**src/rtl/uart_rx_engine_if.sv**
```systemverilog
// Receive-side handshake bundle for uart_rx_engine: word, flags and valid/ready.
interface uart_rx_engine_if #(
  parameter int unsigned N = 8
) ();
  logic [N-1:0] data_out;
  logic         data_valid;
  logic         data_ready;
  logic         parity_error;
  logic         framing_error;
  logic         overrun_error;
  logic         busy;

  modport master (
    output data_out, data_valid, parity_error, framing_error, overrun_error, busy,
    input  data_ready
  );

  modport slave (
    input  data_out, data_valid, parity_error, framing_error, overrun_error, busy,
    output data_ready
  );
endinterface

```
**src/rtl/uart_rx_engine.sv**
```systemverilog
// Oversampling UART receiver with synchroniser, 3-sample majority vote,
// false-start rejection, parity/framing flags and a valid/ready output with overrun.
module uart_rx_engine #(
  parameter int unsigned NUMBER_OF_DATA_BITS = 8,
  parameter int unsigned OVERSAMPLE          = 16,
  parameter int unsigned PARITY_MODE         = 0,
  parameter int unsigned NUMBER_OF_STOP_BITS = 1,
  parameter logic [31:0] BAUDRATE            = 32'd9600,
  parameter logic [31:0] FREQUENCY           = 32'd100000000
) (
  input  logic              clk,
  input  logic              reset,
  input  logic              rx,
  uart_rx_engine_if.master  bus
);

  localparam int unsigned N       = NUMBER_OF_DATA_BITS;
  localparam int unsigned DIV_RAW = FREQUENCY / (BAUDRATE * OVERSAMPLE);
  localparam int unsigned DIV     = (DIV_RAW < 1) ? 1 : DIV_RAW;
  localparam int unsigned DW      = (DIV > 1) ? $clog2(DIV) : 1;
  localparam int unsigned CW      = $clog2(OVERSAMPLE) + 1;

  typedef enum logic [2:0] {
    S_IDLE,
    S_START,
    S_DATA,
    S_PARITY,
    S_STOP
  } state_t;

  state_t         state_q, state_d;
  logic [DW-1:0]  div_q, div_d;
  logic           sync1_q, sync2_q;
  logic [CW-1:0]  cnt_q, cnt_d;
  logic [3:0]     bitn_q, bitn_d;
  logic           stopn_q, stopn_d;
  logic [1:0]     samp_q, samp_d;
  logic [N-1:0]   shift_q, shift_d;
  logic           perr_q, perr_d;
  logic           ferr_q, ferr_d;
  logic           armed_q, armed_d;
  logic           deliver_q, deliver_d;
  logic [N-1:0]   data_out_q, data_out_d;
  logic           valid_q, valid_d;
  logic           pe_q, pe_d;
  logic           fe_q, fe_d;
  logic           ovr_q, ovr_d;

  logic tick, rxs, maj, at_last;

  assign rxs     = sync2_q;
  assign tick    = (div_q == DW'(DIV - 1));
  assign div_d   = tick ? '0 : div_q + 1'b1;
  assign at_last = (cnt_q == CW'(OVERSAMPLE - 1));
  // Majority over the two earlier samples of this bit and the current one.
  assign maj     = (samp_q[1] & samp_q[0]) | (samp_q[1] & rxs) | (samp_q[0] & rxs);

  always_comb begin
    state_d   = state_q;
    cnt_d     = cnt_q;
    bitn_d    = bitn_q;
    stopn_d   = stopn_q;
    samp_d    = samp_q;
    shift_d   = shift_q;
    perr_d    = perr_q;
    ferr_d    = ferr_q;
    armed_d   = armed_q;
    deliver_d = 1'b0;

    if (tick) begin
      unique case (state_q)
        S_IDLE: begin
          if (rxs) begin
            armed_d = 1'b1;
          end else if (armed_q) begin
            state_d = S_START;
            cnt_d   = '0;
            perr_d  = 1'b0;
            ferr_d  = 1'b0;
          end
        end
        S_START: begin
          if (cnt_q == CW'(OVERSAMPLE / 2 - 1)) begin
            cnt_d  = '0;
            bitn_d = '0;
            state_d = rxs ? S_IDLE : S_DATA;
          end else begin
            cnt_d = cnt_q + 1'b1;
          end
        end
        default: begin
          samp_d = {samp_q[0], rxs};
          if (at_last) begin
            cnt_d = '0;
            unique case (state_q)
              S_DATA: begin
                shift_d = {maj, shift_q[N-1:1]};
                stopn_d = 1'b0;
                if (bitn_q == 4'(N - 1)) begin
                  state_d = (PARITY_MODE != 0) ? S_PARITY : S_STOP;
                end else begin
                  bitn_d = bitn_q + 1'b1;
                end
              end
              S_PARITY: begin
                perr_d  = ((^shift_q) ^ maj) != (PARITY_MODE == 1);
                state_d = S_STOP;
              end
              default: begin
                ferr_d = ferr_q | ~maj;
                if (stopn_q == 1'(NUMBER_OF_STOP_BITS - 1)) begin
                  state_d   = S_IDLE;
                  deliver_d = 1'b1;
                  // A low stop bit (e.g. line break) must see the line high before re-arming.
                  armed_d   = ~(ferr_q | ~maj);
                end else begin
                  stopn_d = 1'b1;
                end
              end
            endcase
          end else begin
            cnt_d = cnt_q + 1'b1;
          end
        end
      endcase
    end
  end

  always_comb begin
    data_out_d = data_out_q;
    valid_d    = valid_q;
    pe_d       = pe_q;
    fe_d       = fe_q;
    ovr_d      = 1'b0;
    if (deliver_q) begin
      if (!valid_q || bus.data_ready) begin
        data_out_d = shift_q;
        pe_d       = perr_q;
        fe_d       = ferr_q;
        valid_d    = 1'b1;
      end else begin
        ovr_d = 1'b1;
      end
    end else if (valid_q && bus.data_ready) begin
      valid_d = 1'b0;
    end
  end

  always_ff @(posedge clk or posedge reset) begin
    if (reset) begin
      state_q    <= S_IDLE;
      div_q      <= '0;
      sync1_q    <= 1'b1;
      sync2_q    <= 1'b1;
      cnt_q      <= '0;
      bitn_q     <= '0;
      stopn_q    <= 1'b0;
      samp_q     <= '0;
      shift_q    <= '0;
      perr_q     <= 1'b0;
      ferr_q     <= 1'b0;
      armed_q    <= 1'b1;
      deliver_q  <= 1'b0;
      data_out_q <= '0;
      valid_q    <= 1'b0;
      pe_q       <= 1'b0;
      fe_q       <= 1'b0;
      ovr_q      <= 1'b0;
    end else begin
      state_q    <= state_d;
      div_q      <= div_d;
      sync1_q    <= rx;
      sync2_q    <= sync1_q;
      cnt_q      <= cnt_d;
      bitn_q     <= bitn_d;
      stopn_q    <= stopn_d;
      samp_q     <= samp_d;
      shift_q    <= shift_d;
      perr_q     <= perr_d;
      ferr_q     <= ferr_d;
      armed_q    <= armed_d;
      deliver_q  <= deliver_d;
      data_out_q <= data_out_d;
      valid_q    <= valid_d;
      pe_q       <= pe_d;
      fe_q       <= fe_d;
      ovr_q      <= ovr_d;
    end
  end

  assign bus.data_out      = data_out_q;
  assign bus.data_valid    = valid_q;
  assign bus.parity_error  = pe_q;
  assign bus.framing_error = fe_q;
  assign bus.overrun_error = ovr_q;
  assign bus.busy          = (state_q != S_IDLE);

endmodule

```
**src/flat_wrapper.sv**
```systemverilog
// flat-port wrapper written by rule: the top's interface ports become plain ports
module uart_rx_engine_flat 
#(
  parameter int unsigned NUMBER_OF_DATA_BITS = 8,
  parameter int unsigned OVERSAMPLE          = 16,
  parameter int unsigned PARITY_MODE         = 0,
  parameter int unsigned NUMBER_OF_STOP_BITS = 1,
  parameter logic [31:0] BAUDRATE            = 32'd9600,
  parameter logic [31:0] FREQUENCY           = 32'd100000000
)
  (clk, reset, rx, bus_data_out, bus_data_valid, bus_parity_error, bus_framing_error, bus_overrun_error, bus_busy, bus_data_ready);
  uart_rx_engine_if #(.N(8)) bus_i ();
  input  logic clk;
  input  logic reset;
  input  logic rx;
  output wire logic [$bits(bus_i.data_out)-1:0] bus_data_out;
  output wire logic [$bits(bus_i.data_valid)-1:0] bus_data_valid;
  output wire logic [$bits(bus_i.parity_error)-1:0] bus_parity_error;
  output wire logic [$bits(bus_i.framing_error)-1:0] bus_framing_error;
  output wire logic [$bits(bus_i.overrun_error)-1:0] bus_overrun_error;
  output wire logic [$bits(bus_i.busy)-1:0] bus_busy;
  input wire logic [$bits(bus_i.data_ready)-1:0] bus_data_ready;
  assign bus_data_out = bus_i.data_out;
  assign bus_data_valid = bus_i.data_valid;
  assign bus_parity_error = bus_i.parity_error;
  assign bus_framing_error = bus_i.framing_error;
  assign bus_overrun_error = bus_i.overrun_error;
  assign bus_busy = bus_i.busy;
  assign bus_i.data_ready = bus_data_ready;
  uart_rx_engine #(.NUMBER_OF_DATA_BITS(NUMBER_OF_DATA_BITS), .OVERSAMPLE(OVERSAMPLE), .PARITY_MODE(PARITY_MODE), .NUMBER_OF_STOP_BITS(NUMBER_OF_STOP_BITS), .BAUDRATE(BAUDRATE), .FREQUENCY(FREQUENCY)) u_core (.clk(clk), .reset(reset), .rx(rx), .bus(bus_i));
endmodule
```
**config.mk**
```make
export PLATFORM = sky130hd
export DESIGN_NAME = uart_rx_engine_flat
export DESIGN_NICKNAME = d
export VERILOG_FILES = /design/src/rtl/uart_rx_engine_if.sv /design/src/rtl/uart_rx_engine.sv /design/src/flat_wrapper.sv
export SDC_FILE = /design/constraint.sdc
export NUM_CORES = 1
export LEC_CHECK = 0
export BUFFER_PORTS_ARGS = -buffer_cell sky130_fd_sc_hd__buf_2
export CORE_ASPECT_RATIO = 0.6
export CORE_MARGIN = 1.5
export CORE_UTILIZATION = 50
export DETAILED_ROUTE_END_ITERATION = 16
export PLACE_DENSITY_LB_ADDON = 0.12
export SYNTH_ARGS = -nofsm -noshare
export SYNTH_HDL_FRONTEND = slang
export SYNTH_SLANG_ARGS = --single-unit
```
**constraint.sdc**
```tcl
create_clock -name clk -period 1.9 [get_ports clk]
set_clock_uncertainty 0.1 [all_clocks]
set_input_delay 0.095 -clock clk [delete_from_list [all_inputs] [get_ports clk]]
set_output_delay 0.095 -clock clk [all_outputs]
set_load 0.005 [all_outputs]
```
# Word level (Yosys, flattened, before mapping)
# Index checks and enable logic that the tools add are counted.
totals:
  memories: 0
  latchBits: 0
  inputBits: 4
  mem_bits_rw: 0
  output_inout_bits: 13
  word_cells: 121
  ff_bits: 51
  rom_bits: 0
op_classes:
  n_addsub: 3
  shift: 0
  n_reduce_logical: 25
  multipliers: 0
  n_bitwise: 13
  div_mod_pow: 0
  n_lt_le_gt_ge: 0
  muxes: 45
  n_eq_ne: 17
ops:
  columns: ["op", "count"]
  rows:
  - ["$reduce_and A6 Y1", 4]
  - ["$mux W1", 21]
  - ["$mux W5", 4]
  - ["$mux W3", 6]
  - ["$mux W4", 4]
  - ["$pmux W3 S2", 2]
  - ["$add A10 B1 Y10 const B", 1]
  - ["$eq A10 B10 Y1 const B", 1]
  - ["$mux W10", 1]
  - ["$pmux W5 S2", 1]
  - ["$reduce_bool A2 Y1", 5]
  - ["$ne A2 B1 Y1 const B", 4]
  - ["$ne A2 B2 Y1 const B", 4]
  - ["$pmux W1 S2", 4]
  - ["$pmux W4 S2", 1]
  - ["$reduce_and A4 Y1", 2]
  - ["$reduce_xor A8 Y1", 1]
  - ["$reduce_and A7 Y1", 1]
  - ["$eq A3 B2 Y1 const B", 2]
  - ["$not A1 Y1", 6]
  - ["$reduce_and A2 Y1", 3]
  - ["$reduce_bool A3 Y1", 2]
  - ["$add A5 B1 Y5 const B", 1]
  - ["$eq A5 B3 Y1 const B", 1]
  - ["other kinds (16)", 21]

# Longest topological paths before layout
# Gate-level depths: netlist (run 1).
logic_depth:
  word_depth: 10
  ltp_mapped: 7
  mapped_depth_nobuf: 6

# Worst setup path after synthesis (run 1)
# No wires, ideal clock.
synth_path:
  kind: "flip-flop to flip-flop"
  start: "reg u_core.cnt_q[0]"
  end: "reg u_core.state_q[1]"
  required_ns: 1.675
  t_arrival_ns: 1.773
  path_buffers: 0
  path_slack_ns: -0.097
  synth_period_minus_slack_ns: 1.997
  stages_incl_launch_ff: 6
  setup_ns: 0.125
  path_cell_list: "dfrtp_1 > ha_1 > nor4bb_1 > o22ai_1 > nor3_1 > mux2_2"
synth_via:
  elab_chain_cells: 3
  elab_cells_between_ends: 5
  classes_between: "eq/ne: 3; reduce/logical: 2"
synth_lines:
  columns: ["element", "line", "source"]
  rows:
  - ["start, declared", "uart_rx_engine.sv:34", "logic [CW-1:0] cnt_q, cnt_d;"]
  - ["start signal, assigned", "uart_rx_engine.sv:174", "cnt_q <= cnt_d;"]
  - ["$eq A5 B3 Y1 / $eq A5 B4 Y1 (equally long branches)", "uart_rx_engine.sv:83, uart_rx_engine.sv:54", null]
  - ["$ne A2 B1 Y1 (no source line) / $reduce_bool A3 Y1 (equally long branches)", null, null]
  - ["$reduce_and A7 Y1 (no source line) (*)", null, null]
  - ["end signal, assigned", "uart_rx_engine.sv:170", "state_q <= state_d;"]
  - ["end, declared", "uart_rx_engine.sv:31", "state_t state_q, state_d;"]
# Every way passes the cells marked *; elsewhere a longest branch is shown, timed or not.
# A chain may end at the register's enable or synchronous reset.

# Worst setup path in the final report (run 1)
layout_path:
  start: "reg u_core.cnt_q[1]"
  end: "reg u_core.bitn_q[1]"
layout_via:
  elab_chain_cells: 3
  elab_cells_between_ends: 5
  classes_between: "eq/ne: 3; reduce/logical: 2"
layout_lines:
  columns: ["element", "line", "source"]
  rows:
  - ["$eq A5 B3 Y1 / $eq A5 B4 Y1 (equally long branches)", "uart_rx_engine.sv:83, uart_rx_engine.sv:54", null]
  - ["$ne A2 B1 Y1 (no source line) / $reduce_bool A2 Y1 (equally long branches)", null, null]
  - ["$reduce_and A6 Y1 (no source line) (*)", null, null]
  - ["end signal, assigned", "uart_rx_engine.sv:175", "bitn_q <= bitn_d;"]
  - ["end, declared", "uart_rx_engine.sv:35", "logic [3:0] bitn_q, bitn_d;"]
# Marks and branches as above.

==> results of run 1 <==
-- state kept, by name, indices dropped and copies added, names as in the netlist, 2 cells and up --
signal / flops
u_core.div_q: 10
u_core.bus.data_out: 8
u_core.state_q: 3
u_core.samp_q: 2
u_core.shift_q: 8
u_core.bitn_q: 4
u_core.cnt_q: 5
-- logic make-up (layout without fill, tap and decap cells) --
| group | count (synthesis) | after routing | share of synthesized area |
|---|---|---|---|
| AO/OA/AOI/OAI | 29 | 29 | 0.0862 |
| XOR/XNOR | 15 | 15 | 0.0595 |
| adder cells (fa/ha/maj) | 6 | 6 | 0.0298 |
| buffers and inverters | 14 | 68 | 0.0282 |
| flip-flops | 50 | 50 | 0.515 |
| multiplexers | 23 | 23 | 0.106 |
| AND/OR/NAND/NOR | 71 | 71 | 0.176 |
-- metal layers --
layer	global-route usage	vias up
li1	-	860
met1	0.328	932
met2	0.321	63
met3	0.0560	10
met4	0.0563	0
met5	0	-
-- power groups by stage --
stage	Combinational (mW)	Sequential (mW)	Clock [mW]
final	0.0322	1.07	0.643
after global routing	0.0388	1.07	0.714
after CTS	0.0341	1.07	0.658
after detailed placement	0.0293	1.09	0
after global placement	0.0282	1.09	0
after floorplan	0.0167	1.09	0
-- synthesized netlist by cell type, types with 2 or more instances --
library cell / instances
nor4_1: 3
nand2_1: 12
nand3_1: 7
nor3_4: 2
nor3_1: 2
and3_1: 3
a22o_1: 2
o21ai_0: 6
ha_1: 5
nor3b_1: 5
inv_1: 6
o2111ai_1: 2
mux2_2: 22
nor2_1: 17
a21oi_1: 2
o31ai_1: 5
o41ai_1: 4
clkbuf_1: 3
xor2_1: 4
dfrtp_1: 47
nand4b_1: 2
a31oi_1: 2
xnor2_1: 10
nand2b_1: 3
dfstp_2: 3
nor2b_1: 2
nand3b_1: 2
buf_4: 2
-- final cells by class --
class | count | area [um2]
fillers | 373 | 1550
flip-flops and latches | 50 | 1260
multi-input cells | 144 | 1240
repair buffers | 53 | 389
clock buffers | 7 | 86.3
well taps | 63 | 78.8
inverters | 7 | 26.3
clock inverters | 1 | 5.00
-- how the worst min path moves through the flow --
stage / start / endpoint / slack (ns) / cells after the start
final: reset / u_core.bus.framing_error / 0.24 / 3
after global routing: u_core.sync1_q / u_core.rxs / 0.27 / 0
after CTS: u_core.sync1_q / u_core.rxs / 0.26 / 0
after detailed placement: reset / u_core.bus.data_out[7] / 0.05 / 2
after global placement: reset / u_core.bus.data_out[6] / 0.03 / 2
after floorplan: rx / u_core.sync1_q / -0.0005 / 0
-- worst max-delay path: cells and delay by family (launching register included) --
kind / cells / cell delay [ns]
fa+ha+maj: 1 / 0.18
simple gates: 3 / 0.60
buf+inv: 1 / 0.18
compound gates: 1 / 0.35
flops: 1 / 0.41
-- metrics by stage --
step / hold slack (ns) / util / TNS, ns / cells / setup WS [ns]
after floorplan: -0.000522 / - / 0 / 208 / 0.0119
after global placement: 0.0311 / 0.611 / 0 / 313 / 0.00132
after detailed placement: 0.0480 / 0.611 / -0.561 / 313 / -0.184
after CTS: 0.262 / 0.646 / -0.000976 / 324 / -0.000976
after global routing: 0.273 / 0.666 / -0.575 / 325 / -0.153
final: 0.244 / 0.666 / -0.0489 / 325 / -0.0418
-- what timing repair did --
action                                 CTS  global route
gates resized for setup                  8            17
hold buffers                             3             0
pin swaps                                2             3
buffers inserted                         0             1
setup endpoints to repair               13            20
endpoints found under the hold margin   24             0
==> flow_summary_export.csv, run 1 <==
group,metric,value,unit
floorplanning,die_area,5320,um2
detailed_routing,wl_met3,226,um
critical_path,startpoint,"u_core.cnt_q[1]",
pwr,comb_power_share,0.018,
detailed_routing,drc_errors,0,
critical_path,cp.arrival,2.02,ns
clock_tree,cts_max_level,2,
synthesis,synth_ff_type,"dfrtp_1",
sta,finalHoldViolations,0,
synthesis,async_flop_share,1.00,
synthesis,ys_seq_area_frac,0.515,
detailed_routing,met2_length,2.45,mm
critical_path,critPathLaunchType,"flop",
global_route,grt_max_degree,25,
pwr,leakagePower,1.49,nW
sta,maxClockFrequency,515,MHz
global_route,antenna_found_initial,0,
critical_path,critPathMaxFanout,5,
detailed_routing,dr.pass1.iters,4,
floorplanning,die_h,57.1,um
synthesis,synth_cells,208,
critical_path,crit_chain,"ha_4, nor4bb_4, buf_4, nand2b_1, nand3_1, o32ai_1",
run_status,violations,"negative setup slack",
sta,slew_violations,0,
sta,layout_min_cycle_time,1.94,ns
floorplanning,initial_core_util,0.526,
critical_path,reg2reg_depth,6,
placement,post-dp-hpwl,4.05,mm
critical_path,end_kind,"flop",
critical_path,worstPathRequired,1.98,ns
detailed_routing,vias,1865,
pwr,peakVddDrop,421,uV
finish,finalNetCount,270,
critical_path,reg2reg_slack,-0.04,ns
finish,final_cell_mix,"44 x dfrtp_1, 30 x buf_4, 22 x mux2_2, 16 x nor2_1, 16 x buf_2",
sta,setup_violations,2,
sta,fin_crit_sh,1.02,
synthesis,synth_cell_types,51,
pwr,clockPowerShare,0.369,
detailed_routing,drt_iter0_drc,115,
run_status,status,"finished, violations left",
detailed_routing,routed_wl,5.61,mm
finish,area_growth,26.5,%
finish,final_common_cell,"dfrtp_1",
global_route,grt_pass1_vias,1842,
pwr,sw_frac_of_total,0.214,
synthesis,synth_warnings,0,
detailed_routing,viasPerCell,5.74,
global_route,grt_pass1_wl,8.89,mm
worst_hold_path,hold_path.class,"input port to asynchronous set/reset pin",
job,maxCapViolations,0,
clock_tree,clk_path_buf_depth,2,
clock_tree,clock_latency,0.30,ns
placement,placedInstanceArea,2830,um2
floorplanning,rows,19,
synthesis,syn-mean-instance-area,11.7,um2
synthesis,synthesis.nets,217,
detailed_routing,route.top_layer_used,"met4",
critical_path,critPathMaxStageDelay,0.41,ns
synthesis,ys_ff_latch,50,
clock_tree,cts_tree,"done",
floorplanning,core_area,4640,um2
global_route,grt_use_total,0.220,
synthesis,synth_top_area_cell,"dfrtp_1",
critical_path,slowest_stage,"dfrtp_1",
sta,rsz0062_at_grt,"yes",
critical_path,crit_path_end,"u_core.bitn_q[1]",
clock_tree,clock-sinks,50,
synthesis,syn_area,2440,um2
synthesis,synth-edff-count,0,
pwr,power.density,565,nW/um2
finish,design_area,3090,um2
placement,port_buffers,16,
synthesis,synth_top_area_frac,0.482,
pwr,power_switching,0.373,mW
critical_path,crit_type,"flop to flop",
finish,final_layout_size_suffix_gt1_frac,0.412,
finish,antenna_cells,0,
pwr,power_frac_seq,0.613,
sta,max_slew_margin,0.675,
detailed_routing,postRouteAntennaNets,0,
clock_tree,clkTransAtPathRegs,0.09,ns
sta,worstMarginPinSlew,0.487,ns
detailed_routing,met1_length,2.88,mm
pwr,power,1.74,mW
detailed_routing,wire_per_inst,17.3,um
placement,gp_congestion,0.892,
floorplanning,fp.dieW,93.2,um
critical_path,reg2reg_to,"u_core.bitn_q[1]",
clock_tree,cts_buffers,5,
global_route,grt-ovfl-total,0,
floorplanning,ios,17,
sta,fin_ws,-0.0418,ns
critical_path,rr_startpoint,"u_core.cnt_q[1]",
clock_tree,clockRootBuffer,"clkbuf_8",
synthesis,ys_top_cells_by_area,"dfrtp_1 48%, mux2_2 10%, xnor2_1 3.6%",
pwr,p_int,1.37,mW
Note: power is estimated with default switching activity, not from simulation.
==> inputs of run 2 (changes only) <==
- CORE_MARGIN: 1.5 -> unset
==> run 2 against run 1 <==
The run now ends clean; routed wire length rose by 2.1%; register-to-register slack improved by 0.07 ns; non-clock buffer count increased by 2; clock power increased by 18%; sequential cell count unchanged; design area up 2.5%; critical path type unchanged; critical endpoint unchanged.
==> flow_summary_export.csv, run 2 (synthesis results as in run 1) <==
group,metric,value,unit
placement,port_buffers,16,
global_route,grt-ovfl-total,0,
detailed_routing,routed_wl,5.72,mm
sta,slew_violations,0,
critical_path,critPathMaxStageDelay,0.52,ns
pwr,power.density,587,nW/um2
sta,rsz0062_at_grt,"yes",
sta,setup_violations,0,
sta,max_slew_margin,0.630,
finish,post-route-util,0.682,
critical_path,slowest_stage,"dfrtp_1",
run_status,status,"finished clean",
global_route,grt_max_degree,28,
critical_path,cp.arrival,1.97,ns
floorplanning,core_area,4640,um2
floorplanning,die_h,56.1,um
global_route,grt_pass1_wl,8.94,mm
detailed_routing,wire_per_inst,17.5,um
worst_hold_path,hold_depth,0,
pwr,sw_frac_of_total,0.207,
critical_path,reg2reg_slack,0.02,ns
worst_hold_path,hold_path.class,"flop to flop",
sta,maxClockFrequency,533,MHz
finish,area_growth,29.7,%
clock_tree,clk_path_buf_depth,2,
sta,fin_crit_sh,0.987,
finish,largest_reg_flops,10,
finish,antenna_cells,0,
worst_hold_path,holdCritStartpoint,"u_core.sync1_q",
floorplanning,fp.dieW,92.2,um
global_route,grt_pass1_vias,1821,
critical_path,path_buf_inv,1,
sta,finalHoldViolations,0,
critical_path,end_kind,"flop",
sta,layout_min_cycle_time,1.88,ns
clock_tree,clock-sinks,50,
clock_tree,clkTransAtPathRegs,0.10,ns
sta,tns,0,ns
placement,post-dp-hpwl,4.04,mm
finish,top_register,"u_core.div_q",
floorplanning,initial_core_util,0.526,
finish,final_layout_size_suffix_gt1_frac,0.436,
global_route,grt_use_total,0.230,
clock_tree,clock_latency,0.30,ns
finish,finalNetCount,272,
critical_path,crit_chain,"nor4bb_4, buf_4, nand2b_1, nand3_2, o32ai_1",
detailed_routing,drc_errors,0,
pwr,p_int,1.47,mW
global_route,antenna_found_initial,0,
floorplanning,die_area,5170,um2
pwr,comb_power_share,0.017,
pwr,power_switching,0.385,mW
detailed_routing,dr.pass1.iters,4,
finish,stdcell_count,327,
detailed_routing,viasPerCell,5.52,
job,maxCapViolations,0,
pwr,leakagePower,1.52,nW
critical_path,worstPathRequired,1.99,ns
clock_tree,clockRootBuffer,"clkbuf_8",
finish,final_common_cell,"dfrtp_1",
critical_path,critPathMaxFanout,7,
critical_path,reg2reg_to,"u_core.bitn_q[1]",
sta,worstMarginPinSlew,0.554,ns
worst_hold_path,min_to,"u_core.rxs",
pwr,power_frac_seq,0.576,
placement,dp_cells,312,
detailed_routing,postRouteAntennaNets,0,
critical_path,cpLargestDelayFamily,"simple AND/OR/NAND/NOR gates",
detailed_routing,vias,1805,
floorplanning,ios,17,
critical_path,critPathLaunchType,"flop",
floorplanning,rows,19,
clock_tree,cts_buffers,5,
placement,gp_congestion,0.912,
finish,final_cell_mix,"44 x dfrtp_1, 33 x buf_4, 16 x nor2_1, 16 x buf_2, 14 x mux2_2",
critical_path,reg2reg_depth,5,
detailed_routing,drt_iter0_drc,102,
critical_path,crit_type,"flop to flop",
pwr,peakVddDrop,373,uV
pwr,clockPowerShare,0.407,
critical_path,rr_startpoint,"u_core.cnt_q[3]",
clock_tree,cts_max_level,2,
clock_tree,cts_tree,"done",
-- run 2: cell types whose count changed in the layout (fill, tap and decap cells not counted), moves of 2 or more --
cell / before / now
mux2_4: 0 / 8
nor3b_2: 2 / 0
mux2_2: 22 / 14
ha_2: 0 / 2
buf_4: 30 / 33
nor3b_1: 3 / 5
-- run 2: final cells by class --
cell class              count  area [um2]
clock buffers               5        68.8
clock inverters             3        43.8
fillers                   342        1470
inverters                   7        26.3
multi-input cells         144        1290
flip-flops and latches     50        1260
well taps                  63        78.8
repair buffers             55         400
-- run 2: per-stage QoR --
stage          power [mW]  hold WS, ns  setup WS, ns  area [um2]
6_report             1.86        0.260        0.0242        3160
5_1_grt              1.92        0.270        -0.105        3160
4_1_cts              1.86        0.262       0.00160        3000
3_5_place_dp         1.12       0.0890       -0.0666        2820
3_3_place_gp         1.12       0.0686        0.0199        2820
2_1_floorplan        1.11    -0.000522        0.0119        2450
-- run 2: what timing repair did --
action	in CTS	in global routing
pin swaps	0	4
resized for setup	8	28
hold buffers	3	0
setup endpoints to repair	14	18
hold endpoints to repair	26	0
setup buffers	0	4
-- run 2: power by group through the flow --
stage / Combinational, mW / Sequential, mW / Clock [mW]
CTS: 0.0341 / 1.07 / 0.758
floorplan: 0.0167 / 1.09 / 0
global route: 0.0376 / 1.07 / 0.812
detailed placement: 0.0295 / 1.09 / 0
global placement: 0.0281 / 1.09 / 0
finish: 0.0324 / 1.07 / 0.756
-- run 2: worst max path at each step --
stage / endpoint / startpoint / slack [ns] / cells past startpoint
after CTS: u_core.shift_q[4] / u_core.div_q[0] / 0.002 / 8
after global routing: u_core.bitn_q[1] / u_core.cnt_q[3] / -0.11 / 5
final: u_core.bitn_q[1] / u_core.cnt_q[3] / 0.02 / 5
after detailed placement: u_core.bitn_q[0] / u_core.div_q[0] / -0.07 / 8
after global placement: u_core.shift_q[6] / u_core.div_q[0] / 0.02 / 8
after floorplan: u_core.shift_q[0] / u_core.div_q[0] / 0.01 / 6
-- run 2: layer usage --
| layer | vias to the layer above | global-route usage | share of wire |
|---|---|---|---|
| met1 | 895 | 0.357 | 0.51 |
| met3 | 6 | 0.0505 | 0.036 |
| li1 | 862 | - | - |
| met2 | 42 | 0.320 | 0.45 |
| met5 | - | 0 | 0 |
| met4 | 0 | 0.0647 | 0.0086 |
-- run 2: worst reg2reg max path, delay by kind of cell (launching register included) --
kind	cells	cell delay, ns
compound gates	1	0.28
flops	1	0.52
buf+inv	1	0.21
simple gates	3	0.67
==> inputs of run 3 (changes only) <==
- clock period: 1.9 -> 2.3 ns (I/O delays scaled with it)
==> run 3 against run 2 <==
Sequential power fell by 17%; power fell by 19%; sequential share of layout area rose by 5.4 points; clock-buffer cell count rose by 3; core utilization fell by 8.3 points; register-to-register slack improved by 0.14 ns; global-route usage fell by 2.4 points; combinational power fell by 18%; final cell count fell by 7.6%; critical endpoint is now u_core.bitn_q[2]; highest routed layer unchanged.
==> flow_summary_export.csv, run 3 (synthesis results as in run 1) <==
group,metric,value,unit
run_status,status,"finished clean",
critical_path,rr_startpoint,"u_core.cnt_q[0]",
clock_tree,clk_path_buf_depth,2,
finish,final_cell_mix,"47 x dfrtp_1, 22 x mux2_2, 17 x nor2_1, 16 x buf_2, 12 x nand2_1",
detailed_routing,drt_iter0_drc,113,
critical_path,startpoint,"u_core.cnt_q[0]",
floorplanning,rows,19,
sta,rsz0062_at_grt,"no",
clock_tree,cts_buffers,5,
critical_path,critPathMaxFanout,6,
sta,tns,0,ns
global_route,antenna_found_initial,0,
global_route,grt-ovfl-total,0,
finish,antenna_cells,0,
finish,final_layout_size_suffix_gt1_frac,0.293,
detailed_routing,wire_per_inst,15.7,um
pwr,power_switching,0.307,mW
critical_path,reg2reg_depth,6,
critical_path,worstPathRequired,2.39,ns
sta,maxClockFrequency,468,MHz
sta,finalHoldViolations,0,
sta,worstMarginPinSlew,0.469,ns
floorplanning,initial_core_util,0.526,
detailed_routing,postRouteAntennaNets,0,
critical_path,slowest_stage,"nor4bb_1",
global_route,grt_use_total,0.205,
floorplanning,core_area,4640,um2
pwr,clockPowerShare,0.394,
sta,fin_crit_sh,0.929,
sta,layout_min_cycle_time,2.14,ns
critical_path,reg2reg_to,"u_core.bitn_q[2]",
placement,dp_cells,291,
floorplanning,ios,17,
detailed_routing,viasPerCell,5.72,
worst_hold_path,hold_path.class,"input port to asynchronous set/reset pin",
pwr,leakagePower,1.36,nW
global_route,grt_max_degree,21,
clock_tree,cts_max_level,2,
critical_path,critPathMaxStageDelay,0.43,ns
finish,final_common_cell,"dfrtp_1",
critical_path,critPathLaunchType,"flop",
detailed_routing,drc_errors,0,
pwr,power.density,540,nW/um2
clock_tree,cts_resized,0,
finish,area_growth,13.9,%
pwr,peakVddDrop,350,uV
finish,top_register,"u_core.div_q",
placement,post-dp-hpwl,3.54,mm
critical_path,crit_chain,"ha_1, nor4bb_1, buf_4, nand2b_1, nand3_1, o41ai_1",
finish,finalNetCount,247,
floorplanning,fp.dieW,92.2,um
placement,gp_congestion,0.893,
job,maxCapViolations,0,
detailed_routing,vias,1728,
sta,setup_violations,0,
floorplanning,die_h,56.1,um
clock_tree,post_cts_buffers,0,
global_route,grt_pass1_wl,8.08,mm
pwr,sw_frac_of_total,0.204,
clock_tree,clock-sinks,50,
detailed_routing,routed_wl,4.75,mm
clock_tree,cts_tree,"done",
sta,slew_violations,0,
critical_path,crit_type,"flop to flop",
clock_tree,clkTransAtPathRegs,0.09,ns
clock_tree,clock_latency,0.31,ns
global_route,grt_pass1_vias,1619,
clock_tree,clockRootBuffer,"clkbuf_8",
finish,stdcell_count,302,
sta,max_slew_margin,0.687,
critical_path,cp.arrival,2.23,ns
critical_path,end_kind,"flop",
pwr,p_int,1.19,mW
pwr,comb_power_share,0.018,
finish,largest_reg_flops,10,
placement,port_buffers,16,
pwr,power_frac_seq,0.589,
floorplanning,die_area,5170,um2
critical_path,reg2reg_slack,0.16,ns
detailed_routing,dr.pass1.iters,5,
==> run 3: layout make-up <==
class,instances,area [um2]
Multi-Input combinational cell,144,1110
Fill cell,364,1860
Inverter,7,26.3
Tap cell,63,78.8
Sequential cell,50,1250
Clock buffer,8,110
Timing Repair Buffer,30,193
==> run 3: what timing repair did <==
item / in CTS / in global routing
hold endpoints to repair: 19 / 0
hold buffers: 3 / 0
setup endpoints to repair: 0 / 0
==> run 3: worst max path at each step <==
stage and end:
4_1_cts u_core.bitn_q[2], 5_1_grt u_core.bitn_q[2], 3_3_place_gp u_core.state_q[1], 2_1_floorplan u_core.state_q[1]
3_5_place_dp u_core.bitn_q[2], 6_report u_core.bitn_q[2]
==> run 3: power groups by stage <==
stage	registers (mW)	clock network, mW	logic [mW]
global placement	0.900	0	0.0227
floorplan	0.900	0	0.0138
global route	0.884	0.643	0.0310
CTS	0.883	0.600	0.0281
detailed placement	0.901	0	0.0242
finish	0.883	0.590	0.0266
==> run 3: metal layers <==
layer / track usage / up-vias / share of wire
met5: 0 / - / 0
met4: 0.0759 / 0 / 0.014
met3: 0.0437 / 7 / 0.070
met2: 0.277 / 67 / 0.40
met1: 0.320 / 840 / 0.51
li1: - / 814 / -
==> run 3: critical path: cells and delay by family, from the launching register on <==
kind / cells / cell delay [ns]
compound gates: 1 / 0.40
fa+ha+maj: 1 / 0.26
buf+inv: 1 / 0.20
flops: 1 / 0.39
simple gates: 3 / 0.68
==> run 3: stage by stage <==
step,power (mW),worst slack [ns],area (um2),utilization,hold WS (ns)
5_1_grt,1.56,0.0219,2780,0.599,0.270
3_3_place_gp,0.923,0.232,2640,0.569,0.00435
3_5_place_dp,0.925,0.199,2640,0.569,0.0274
2_1_floorplan,0.914,0.303,2440,-,0.0195
4_1_cts,1.51,0.169,2780,0.599,0.241
6_report,1.50,0.163,2780,0.599,0.224
